==> config.mk <==
export PLATFORM = sky130hd
export DESIGN_NAME = mips_instr_encoder
export DESIGN_NICKNAME = d
export VERILOG_FILES = /design/src/rtl/mips_instr_encoder.sv
export SDC_FILE = /design/constraint.sdc
export NUM_CORES = 1
export LEC_CHECK = 0
export ABC_AREA = 1
export ABC_CLOCK_PERIOD_IN_PS = 4900
export CORE_MARGIN = 8
export CORE_UTILIZATION = 40
export CTS_CLUSTER_DIAMETER = 200
export DETAILED_ROUTE_END_ITERATION = 6
export PLACE_DENSITY_LB_ADDON = 0.08
export SETUP_SLACK_MARGIN = 0.02
export SYNTH_ARGS = -nofsm -noshare
export SYNTH_HDL_FRONTEND = slang
export SYNTH_SLANG_ARGS = --single-unit
==> constraint.sdc <==
create_clock -name clk -period 4.9 [get_ports clk]
set_input_delay 0.735 -clock clk [delete_from_list [all_inputs] [get_ports clk]]
set_output_delay 0.735 -clock clk [all_outputs]
set_load 0.01 [all_outputs]
==> src/rtl/mips_instr_encoder.sv <==
// -----------------------------------------------------------------------------
// mips_instr_encoder
//
// Purpose:
//   Encodes MIPS R / I / J / JR field sets into 32-bit instruction words and
//   queues each word in a small FIFO. Each word carries its byte address, which
//   starts at BASE_ADDR and advances by 4 per accepted field set, and a flag
//   that marks JR encodings.
//
// Parameters:
//   BASE_ADDR  byte address given to the first emitted word
//   DEPTH      FIFO entries (2, 4 or 8)
//
// Ports:
//   clk, reset          single clock, synchronous active-high reset
//   in_valid/in_ready   input handshake; in_ready depends on registered state only
//   in_fmt              0=R, 1=I, 2=J, 3=JR
//   in_op, in_funct     opcode / function fields
//   in_rs, in_rt,
//   in_rd, in_shamt     register and shift fields
//   in_imm, in_target   I-type immediate, J-type target
//   out_valid/out_ready output handshake
//   out_instr, out_addr encoded word and its byte address (0 while empty)
//   out_is_jr           word was encoded from fmt=3
//   err                 one-cycle pulse after accepting a malformed field set
//
// Optional feature:
//   ENCODER_FIELD_CHECK_EN  when defined, builds the malformed-field checker that
//                           drives err; otherwise err is tied to 0.
// -----------------------------------------------------------------------------
`timescale 1ns/1ps

module mips_instr_encoder #(
    parameter logic [31:0] BASE_ADDR = 32'h0000_0000,
    parameter int unsigned DEPTH     = 4
) (
    input  logic        clk,
    input  logic        reset,
    input  logic        in_valid,
    output logic        in_ready,
    input  logic [1:0]  in_fmt,
    input  logic [5:0]  in_op,
    input  logic [5:0]  in_funct,
    input  logic [4:0]  in_rs,
    input  logic [4:0]  in_rt,
    input  logic [4:0]  in_rd,
    input  logic [4:0]  in_shamt,
    input  logic [15:0] in_imm,
    input  logic [25:0] in_target,
    output logic        out_valid,
    input  logic        out_ready,
    output logic [31:0] out_instr,
    output logic [31:0] out_addr,
    output logic        out_is_jr,
    output logic        err
);

    localparam int unsigned PTR_W = $clog2(DEPTH);
    localparam int unsigned CNT_W = PTR_W + 1;

    localparam logic [1:0] FMT_R  = 2'd0;
    localparam logic [1:0] FMT_I  = 2'd1;
    localparam logic [1:0] FMT_J  = 2'd2;
    localparam logic [1:0] FMT_JR = 2'd3;

    localparam logic [5:0] FUNCT_JR = 6'b001000;

    // Pointer wrap relies on DEPTH being a power of two.
    generate
        if (!(DEPTH == 2 || DEPTH == 4 || DEPTH == 8)) begin : g_bad_depth
            $error("mips_instr_encoder: DEPTH must be 2, 4 or 8");
        end
    endgenerate

    // -------------------------------------------------------------------------
    // Combinational encoder
    // -------------------------------------------------------------------------
    logic [31:0] enc_word;
    logic        enc_is_jr;

    always_comb begin
        enc_word  = 32'h0;
        enc_is_jr = 1'b0;
        case (in_fmt)
            FMT_R:   enc_word = {6'b0, in_rs, in_rt, in_rd, in_shamt, in_funct};
            FMT_I:   enc_word = {in_op, in_rs, in_rt, in_imm};
            FMT_J:   enc_word = {in_op, in_target};
            FMT_JR: begin
                enc_word  = {6'b0, in_rs, 15'b0, FUNCT_JR};
                enc_is_jr = 1'b1;
            end
            default: enc_word = 32'h0;
        endcase
    end

    // -------------------------------------------------------------------------
    // FIFO control
    // -------------------------------------------------------------------------
    logic [PTR_W-1:0] wr_ptr_q, wr_ptr_d;
    logic [PTR_W-1:0] rd_ptr_q, rd_ptr_d;
    logic [CNT_W-1:0] cnt_q, cnt_d;
    logic             ready_q, ready_d;
    logic [31:0]      addr_q, addr_d;

    logic [31:0] instr_mem_q [DEPTH];
    logic [31:0] addr_mem_q  [DEPTH];
    logic        jr_mem_q    [DEPTH];

    logic push;
    logic pop;

    // in_ready comes from a flop, so a full FIFO refuses a push even when the
    // same cycle pops; the freed slot is only advertised on the next cycle.
    assign in_ready  = ready_q;
    assign out_valid = (cnt_q != '0);
    assign push      = in_valid & ready_q;
    assign pop       = out_valid & out_ready;

    always_comb begin
        wr_ptr_d = wr_ptr_q;
        rd_ptr_d = rd_ptr_q;
        cnt_d    = cnt_q;
        addr_d   = addr_q;
        if (push) begin
            wr_ptr_d = wr_ptr_q + PTR_W'(1);
            addr_d   = addr_q + 32'd4;      // wraps naturally past 32'hFFFFFFFC
        end
        if (pop) begin
            rd_ptr_d = rd_ptr_q + PTR_W'(1);
        end
        case ({push, pop})
            2'b10:   cnt_d = cnt_q + CNT_W'(1);
            2'b01:   cnt_d = cnt_q - CNT_W'(1);
            default: cnt_d = cnt_q;
        endcase
        ready_d = (cnt_d < CNT_W'(DEPTH));
    end

    always_ff @(posedge clk) begin
        if (reset) begin
            wr_ptr_q <= '0;
            rd_ptr_q <= '0;
            cnt_q    <= '0;
            ready_q  <= 1'b0;
            addr_q   <= BASE_ADDR;
        end else begin
            wr_ptr_q <= wr_ptr_d;
            rd_ptr_q <= rd_ptr_d;
            cnt_q    <= cnt_d;
            ready_q  <= ready_d;
            addr_q   <= addr_d;
        end
    end

    // Storage needs no reset: outputs are masked while the FIFO is empty.
    always_ff @(posedge clk) begin
        if (push && !reset) begin
            instr_mem_q[wr_ptr_q] <= enc_word;
            addr_mem_q[wr_ptr_q]  <= addr_q;
            jr_mem_q[wr_ptr_q]    <= enc_is_jr;
        end
    end

    assign out_instr = out_valid ? instr_mem_q[rd_ptr_q] : 32'h0;
    assign out_addr  = out_valid ? addr_mem_q[rd_ptr_q]  : 32'h0;
    assign out_is_jr = out_valid ? jr_mem_q[rd_ptr_q]    : 1'b0;

    // -------------------------------------------------------------------------
    // Optional malformed-field checker
    // -------------------------------------------------------------------------
`ifdef ENCODER_FIELD_CHECK_EN
    logic malformed;
    logic err_q, err_d;

    always_comb begin
        malformed = 1'b0;
        case (in_fmt)
            FMT_R:   malformed = (in_op != 6'd0);
            FMT_JR:  malformed = (in_rt != 5'd0) || (in_rd != 5'd0) || (in_shamt != 5'd0);
            default: malformed = (in_op == 6'd0);   // I and J need a nonzero opcode
        endcase
        err_d = push & malformed;
    end

    always_ff @(posedge clk) begin
        if (reset) begin
            err_q <= 1'b0;
        end else begin
            err_q <= err_d;
        end
    end

    assign err = err_q;
`else
    assign err = 1'b0;
`endif

endmodule

==> impl_metrics.py, run 1 <==
metrics = {
    "finish": {
        "num_antenna_cells": 0,
        "ff_latch_area_sq_um": 8370,
        "nets": 1398,
        "fillers": 2739,
        "area_growth_pct": 23.6,
        "drive_gt1_frac": 0.0712,
        "multi_input_area_sq_um": 3480,
    },
    "clocking": {
        "htree_levels": 1,
        "root_buffer": "clkbuf_16",
        "clockBufferDepth": 3,
        "cts_resized": 0,
        "cts_made_buffers": 31,
        "cts_hold_buf": 0,
        "path_clk_slew_ns": 0.06,
        "numClockSinks": 292,
        "post_cts_buffers": 0,
        "tritoncts": "built",
        "worstSkewPairLatency_ns": 0.54,
    },
    "worst_hold_path": {
        "min-delay-start": "rd_ptr_q[0]",
        "min_path_type": "register to register",
        "hold_path_depth": 1,
    },
    "floorplanning": {
        "die_height_um": 191,
        "row_count": 64,
        "coreArea_sq_um": 30400,
        "die_area_sq_um": 36700,
        "ioPinCount": 148,
        "start_util": 0.405,
        "die_w_um": 191,
    },
    "setup_path": {
        "crit_top_cell": "nor2_1",
        "cp_slowest_cell": "dfxtp_4",
        "timing.critical_path.buf_inv": 2,
        "crit_path_end_kind": "output port",
        "worstPathRequired_ns": 4.16,
        "slowest_delay_ns": 0.78,
        "crit_type": "register to output port",
        "path_cells": "buf_4, nor2_1, nor2_1, o21ai_0, a21oi_1, clkdlybuf4s50_1",
        "cp_top_family": "buffers and inverters",
        "critPathMaxFanout": 67,
        "worstPathArrival_ns": 3.27,
        "reg2reg_from": "cnt_q[0]",
        "cp_num_cells": 6,
        "start_kind": "register",
        "r2r.worst_path.cells": 9,
    },
    "sta": {
        "finalHoldViolations": 0,
        "maxSlewViolCount": 0,
        "setup_viol": 0,
        "rsz0062_at_grt": "false",
        "fmax_ghz": 0.250,
        "min_period_ns": 4.01,
        "fin_tns_setup_ns": 0,
        "max_slew.worst_pin.slew_ns": 1.21,
        "skew_ns": 0.0168,
        "final.period_utilization": 0.817,
        "relSlewSlack": 0.190,
        "worst_hold_slack_ns": 0.481,
    },
    "synthesis": {
        "async_flop_share": 0,
        "synth_top_area_cell": "edfxtp_1",
        "synth_area_sq_um": 12300,
        "synth_xor_area_frac": 0.00142,
        "yosys.area_share.simple": 0.172,
        "synthFlopType": "edfxtp_1",
        "yosysWarnings": 0,
        "synth_compound_area_frac": 0.0973,
        "synth_mux_area_frac": 0,
        "synth_edf_count": 252,
        "synth_top_area_share": 0.614,
        "netlist_instances": 1178,
        "postSynthAreaPerCell_sq_um": 10.5,
        "ys_seq_elements": 292,
        "synth_top_family_by_area": "simple AND/OR/NAND/NOR gates",
        "synthAdderAreaFrac": 0.00772,
        "yosysSeqAreaShare": 0.679,
        "synthTopCellsByArea": "edfxtp_1 61%, nor2_1 9.7%, dfxtp_1 6.5%",
        "synth_cell_types": 35,
    },
    "place": {
        "gp_congestion": 0.769,
        "placement.io_buffers": 144,
        "dp_hpwl_um": 18700,
    },
    "pwr": {
        "switchingPower_mw": 2.30,
        "vdd_drop_max_mv": 0.318,
        "combinationalPowerShare": 0.295,
        "p_seq_frac": 0.393,
        "power_per_cell_area_nw_per_um2": 492,
        "p_sw_frac": 0.307,
        "clock_power_share": 0.312,
        "power.internal_mw": 5.19,
        "p_leak_nw": 5.24,
    },
    "route": {
        "firstDrtPassIters": 5,
        "vias": 8476,
        "drt-total-wl_um": 30300,
        "drtIter0Drc": 541,
        "drc": 0,
        "route.detailed.wl_per_inst_um": 17.5,
        "vias_per_cell": 4.90,
        "antenna_left": 0,
    },
    "global_route": {
        "grt_pass1_wl_um": 47400,
        "grt_pass1_vias": 8459,
        "overflow": 0,
        "grt_antenna_before_repair": 0,
        "grt_max_degree": 68,
        "grt.total_usage": 0.163,
    },
    "flow_run": {
        "drv_cap": 0,
    },
    "outcome": {
        "status": "completed",
    },
}
==> final cells by class <==
type / count / share of cell area
clock buffers: 42 / 0.0605
clock inverters: 14 / 0.00822
inverters: 59 / 0.0146
multi-input cells: 768 / 0.229
flip-flops and latches: 292 / 0.550
well taps: 396 / 0.0326
repair buffers: 159 / 0.105
==> through the flow <==
stage	power (mW)	utilization	std cells	worst slack (ns)	cell area, sq um
after floorplan	4.06	-	1180	0.568	12300
after global placement	5.24	0.466	1674	1.40	14200
after detailed placement	5.24	0.466	1674	1.36	14200
after CTS	7.59	0.500	1730	0.808	15200
after global routing	7.89	0.500	1730	0.587	15200
final	7.48	0.500	1730	0.894	15200
==> path summary, 6_finish.rpt <==
path	endpoint	slack, ns
worst min register to register	rd_ptr_q[0]	0.48
worst max register to register	register	1.97
worst max-delay path	out_is_jr	0.89
worst min-delay path	rd_ptr_q[0]	0.48
==> state kept, by name, indices dropped and copies added (netlist names), named ones only <==
register / cells
cnt_q: 2
rd_ptr_q: 2
addr_mem_q: 120
addr_q: 30
instr_mem_q: 128
jr_mem_q: 4
in_ready: 1
wr_ptr_q: 2
==> per-layer routing <==
metal  global-route usage  vias up  part of all wire
li1                     -     4278                 -
met1                0.219     3993              0.47
met2                0.278      177              0.47
met3               0.0285       28             0.051
met4               0.0272        0             0.013
met5                    0        -                 0
==> placed cells by master, fill, tap and decap left out, drive strengths merged, types with 2 or more instances in the layout <==
master,instances
inv,59
nand2,141
edfxtp,252
bufinv,2
clkinv,12
dfxtp,40
ha,6
nor2,330
nor3,3
clkbuf,42
conb,3
buf,15
clkdlybuf4s50,144
nand3,32
o21ai,149
and2,2
a21oi,85
nand4,7
==> kinds of logic (layout without fill, tap and decap cells) <==
kind of cell | after synthesis | count (layout)
DFF | 292 | 292
buffers and inverters | 120 | 274
AOI/OAI and AO/OA | 238 | 238
xor gates and xnor gates | 2 | 2
other | 1 | 3
adders and majority gates | 7 | 7
and+or+nand+nor | 518 | 518
==> Yosys cell counts (2+ instances only) <==
| cell | number |
|---|---|
| nand3_1 | 30 |
| nor3_1 | 3 |
| clkbuf_2 | 4 |
| dfxtp_1 | 40 |
| buf_4 | 9 |
| inv_1 | 56 |
| nand2_1 | 135 |
| nor2_2 | 7 |
| ha_1 | 6 |
| nand4_1 | 7 |
| and2_1 | 2 |
| nor2_1 | 317 |
| edfxtp_1 | 252 |
| clkbuf_1 | 20 |
| o21ai_1 | 9 |
| buf_2 | 19 |
| nand2_2 | 6 |
| buf_1 | 9 |
| nor2_4 | 6 |
| inv_2 | 3 |
| o21ai_0 | 140 |
| a21oi_1 | 85 |
==> worst register-to-register path: stages (launching register included) <==
cell	delay, ns
dfxtp_1	0.35
nor3_2	0.98
nor2_1	0.26
ha_1	0.32
fa_1	0.40
a21oi_1	0.14
o21ai_0	0.11
xor2_1	0.17
inv_1	0.07
nor2_1	0.03
==> power by group through the flow <==
stage / Combinational (mW) / Sequential [mW] / Clock (mW)
floorplan: 1.15 / 2.91 / 0
global placement: 2.25 / 2.99 / 0
detailed placement: 2.25 / 2.99 / 0
CTS: 2.26 / 2.94 / 2.40
global route: 2.44 / 2.96 / 2.49
finish: 2.21 / 2.94 / 2.34
No activity file was read; power rests on OpenSTA's default activity.
==> run 2, diff against run 1 <==
--- a/config.mk
+++ b/config.mk
@@ -6,7 +6,7 @@
 export NUM_CORES = 1
 export LEC_CHECK = 0
 export ABC_AREA = 1
-export ABC_CLOCK_PERIOD_IN_PS = 4900
+export ABC_CLOCK_PERIOD_IN_PS = 3800
 export CORE_MARGIN = 8
 export CORE_UTILIZATION = 40
 export CTS_CLUSTER_DIAMETER = 200
==> constraint.sdc (replaced) <==
create_clock -name clk -period 3.8 [get_ports clk]
set_input_delay 0.57 -clock clk [delete_from_list [all_inputs] [get_ports clk]]
set_output_delay 0.57 -clock clk [all_outputs]
set_load 0.01 [all_outputs]
==> run 2 against run 1 <==
Against the previous run: sequential share of layout area is essentially flat; cell count up 0.29%; flip-flop and latch count unchanged; design area about the same; first-iteration DRC count is 21% lower; critical path depth did not move; critical path type unchanged.
==> impl_metrics.py, run 2 (synthesis gave the netlist of run 1 again) <==
metrics = {
    "outcome": {
        "status": "completed",
    },
    "route": {
        "route.detailed.wl_per_inst_um": 17.6,
        "drc": 0,
        "vias_per_cell": 4.93,
        "firstDrtPassIters": 4,
        "vias": 8560,
        "drtIter0Drc": 425,
        "drt-total-wl_um": 30500,
        "antenna_left": 0,
    },
    "clocking": {
        "htree_levels": 1,
        "clockBufferDepth": 3,
        "post_cts_buffers": 0,
        "path_clk_slew_ns": 0.06,
        "cts_resized": 0,
        "numClockSinks": 292,
        "root_buffer": "clkbuf_16",
        "cts_made_buffers": 30,
        "tritoncts": "built",
        "cts_hold_buf": 0,
        "worstSkewPairLatency_ns": 0.54,
    },
    "place": {
        "placedInstanceArea_sq_um": 14200,
        "dp_hpwl_um": 19100,
        "placement.io_buffers": 144,
        "gp_congestion": 0.769,
        "pre_cts_ws_ns": 0.838,
    },
    "sta": {
        "final.period_utilization": 0.894,
        "fin_tns_setup_ns": 0,
        "worst_hold_slack_ns": 0.461,
        "fmax_ghz": 0.295,
        "min_period_ns": 3.40,
        "max_slew.worst_pin.slew_ns": 1.13,
        "relSlewSlack": 0.243,
        "rsz0062_at_grt": "false",
        "maxSlewViolCount": 0,
        "fin_ws_ns": 0.404,
        "setup_viol": 0,
        "skew_ns": 0.00593,
        "finalHoldViolations": 0,
    },
    "floorplanning": {
        "ioPinCount": 148,
        "start_util": 0.405,
        "die_w_um": 191,
        "die_area_sq_um": 36700,
        "coreArea_sq_um": 30400,
        "row_count": 64,
        "die_height_um": 191,
    },
    "worst_hold_path": {
        "min_path_type": "register to register",
    },
    "global_route": {
        "grt.total_usage": 0.163,
        "grt_max_degree": 64,
        "grt_pass1_vias": 8427,
        "grt_antenna_before_repair": 0,
        "overflow": 0,
        "grt_pass1_wl_um": 47300,
    },
    "setup_path": {
        "critPathMaxFanout": 37,
        "worstPathRequired_ns": 3.23,
        "crit_type": "register to output port",
        "start_kind": "register",
        "crit_path_end_kind": "output port",
        "worstPathArrival_ns": 2.83,
    },
    "finish": {
        "area_growth_pct": 23.5,
        "nets": 1402,
        "regMostFlops": "instr_mem_q",
        "top_regs": "instr_mem_q x128, addr_mem_q x120, addr_q x30",
        "num_antenna_cells": 0,
        "post-route-cell-area_sq_um": 15200,
        "final_common_cell": "nor2_1",
        "largest_reg_flops": 128,
        "final_cell_mix": "313 x nor2_1, 252 x edfxtp_1, 144 x clkdlybuf4s50_1",
        "fillers": 2746,
        "drive_gt1_frac": 0.0717,
    },
    "pwr": {
        "power_per_cell_area_nw_per_um2": 624,
        "vdd_drop_max_mv": 0.356,
        "p_leak_nw": 5.24,
    },
    "flow_run": {
        "drv_cap": 0,
    },
}
run 2: cell types whose count changed in the layout (fill, tap and decap cells not counted), sizes merged:
cell	before	now
buf	15	20
clkbuf	42	40
clkinv	12	13
clkinvlp	0	1
run 2: final cells by class:
cell class	count	area (sq um)	share of cell area
timing repair buffer	164	1680	0.110
multi-input combinational	768	3480	0.229
sequential	292	8370	0.551
clock buffer	40	830	0.0546
inverter	59	221	0.0146
clock inverter	16	129	0.00848
tap	396	495	0.0326
run 2: per-stage QoR:
| step | instances | util | power, mW |
|---|---|---|---|
| final | 1735 | 0.500 | 9.49 |
| after global routing | 1735 | 0.500 | 10.0 |
| after CTS | 1735 | 0.500 | 9.64 |
| after detailed placement | 1679 | 0.468 | 6.80 |
| after global placement | 1679 | 0.468 | 6.79 |
| after floorplan | 1180 | - | 5.24 |
run 2: critical path: stages (launching register included):
cell	delay, ns
dfxtp_4	0.63
buf_4	0.46
nor2_1	0.09
nor2_1	0.09
o21ai_0	0.09
a21oi_1	0.29
clkdlybuf4s50_1	0.61
run 2: path summary, 6_finish.rpt:
path / startpoint / to / slack (ns) / cells past startpoint
max: register / out_addr[18] / 0.40 / 6
min: rd_ptr_q[1] / register / 0.46 / 2
max reg2reg: cnt_q[0] / register / 1.33 / 9
min reg2reg: rd_ptr_q[1] / register / 0.46 / 2
run 2: routing by layer:
layer / global-route usage / part of all wire / vias to the layer above
li1: - / - / 4290
met2: 0.277 / 0.47 / 182
met4: 0.0361 / 0.016 / 0
met5: 0 / 0 / -
met3: 0.0246 / 0.049 / 35
met1: 0.219 / 0.46 / 4053
run 2: power breakdown:
part           switching (mW)  internal [mW]
Sequential              0.107           3.64
Clock                    1.17           1.66
Combinational            1.67           1.25
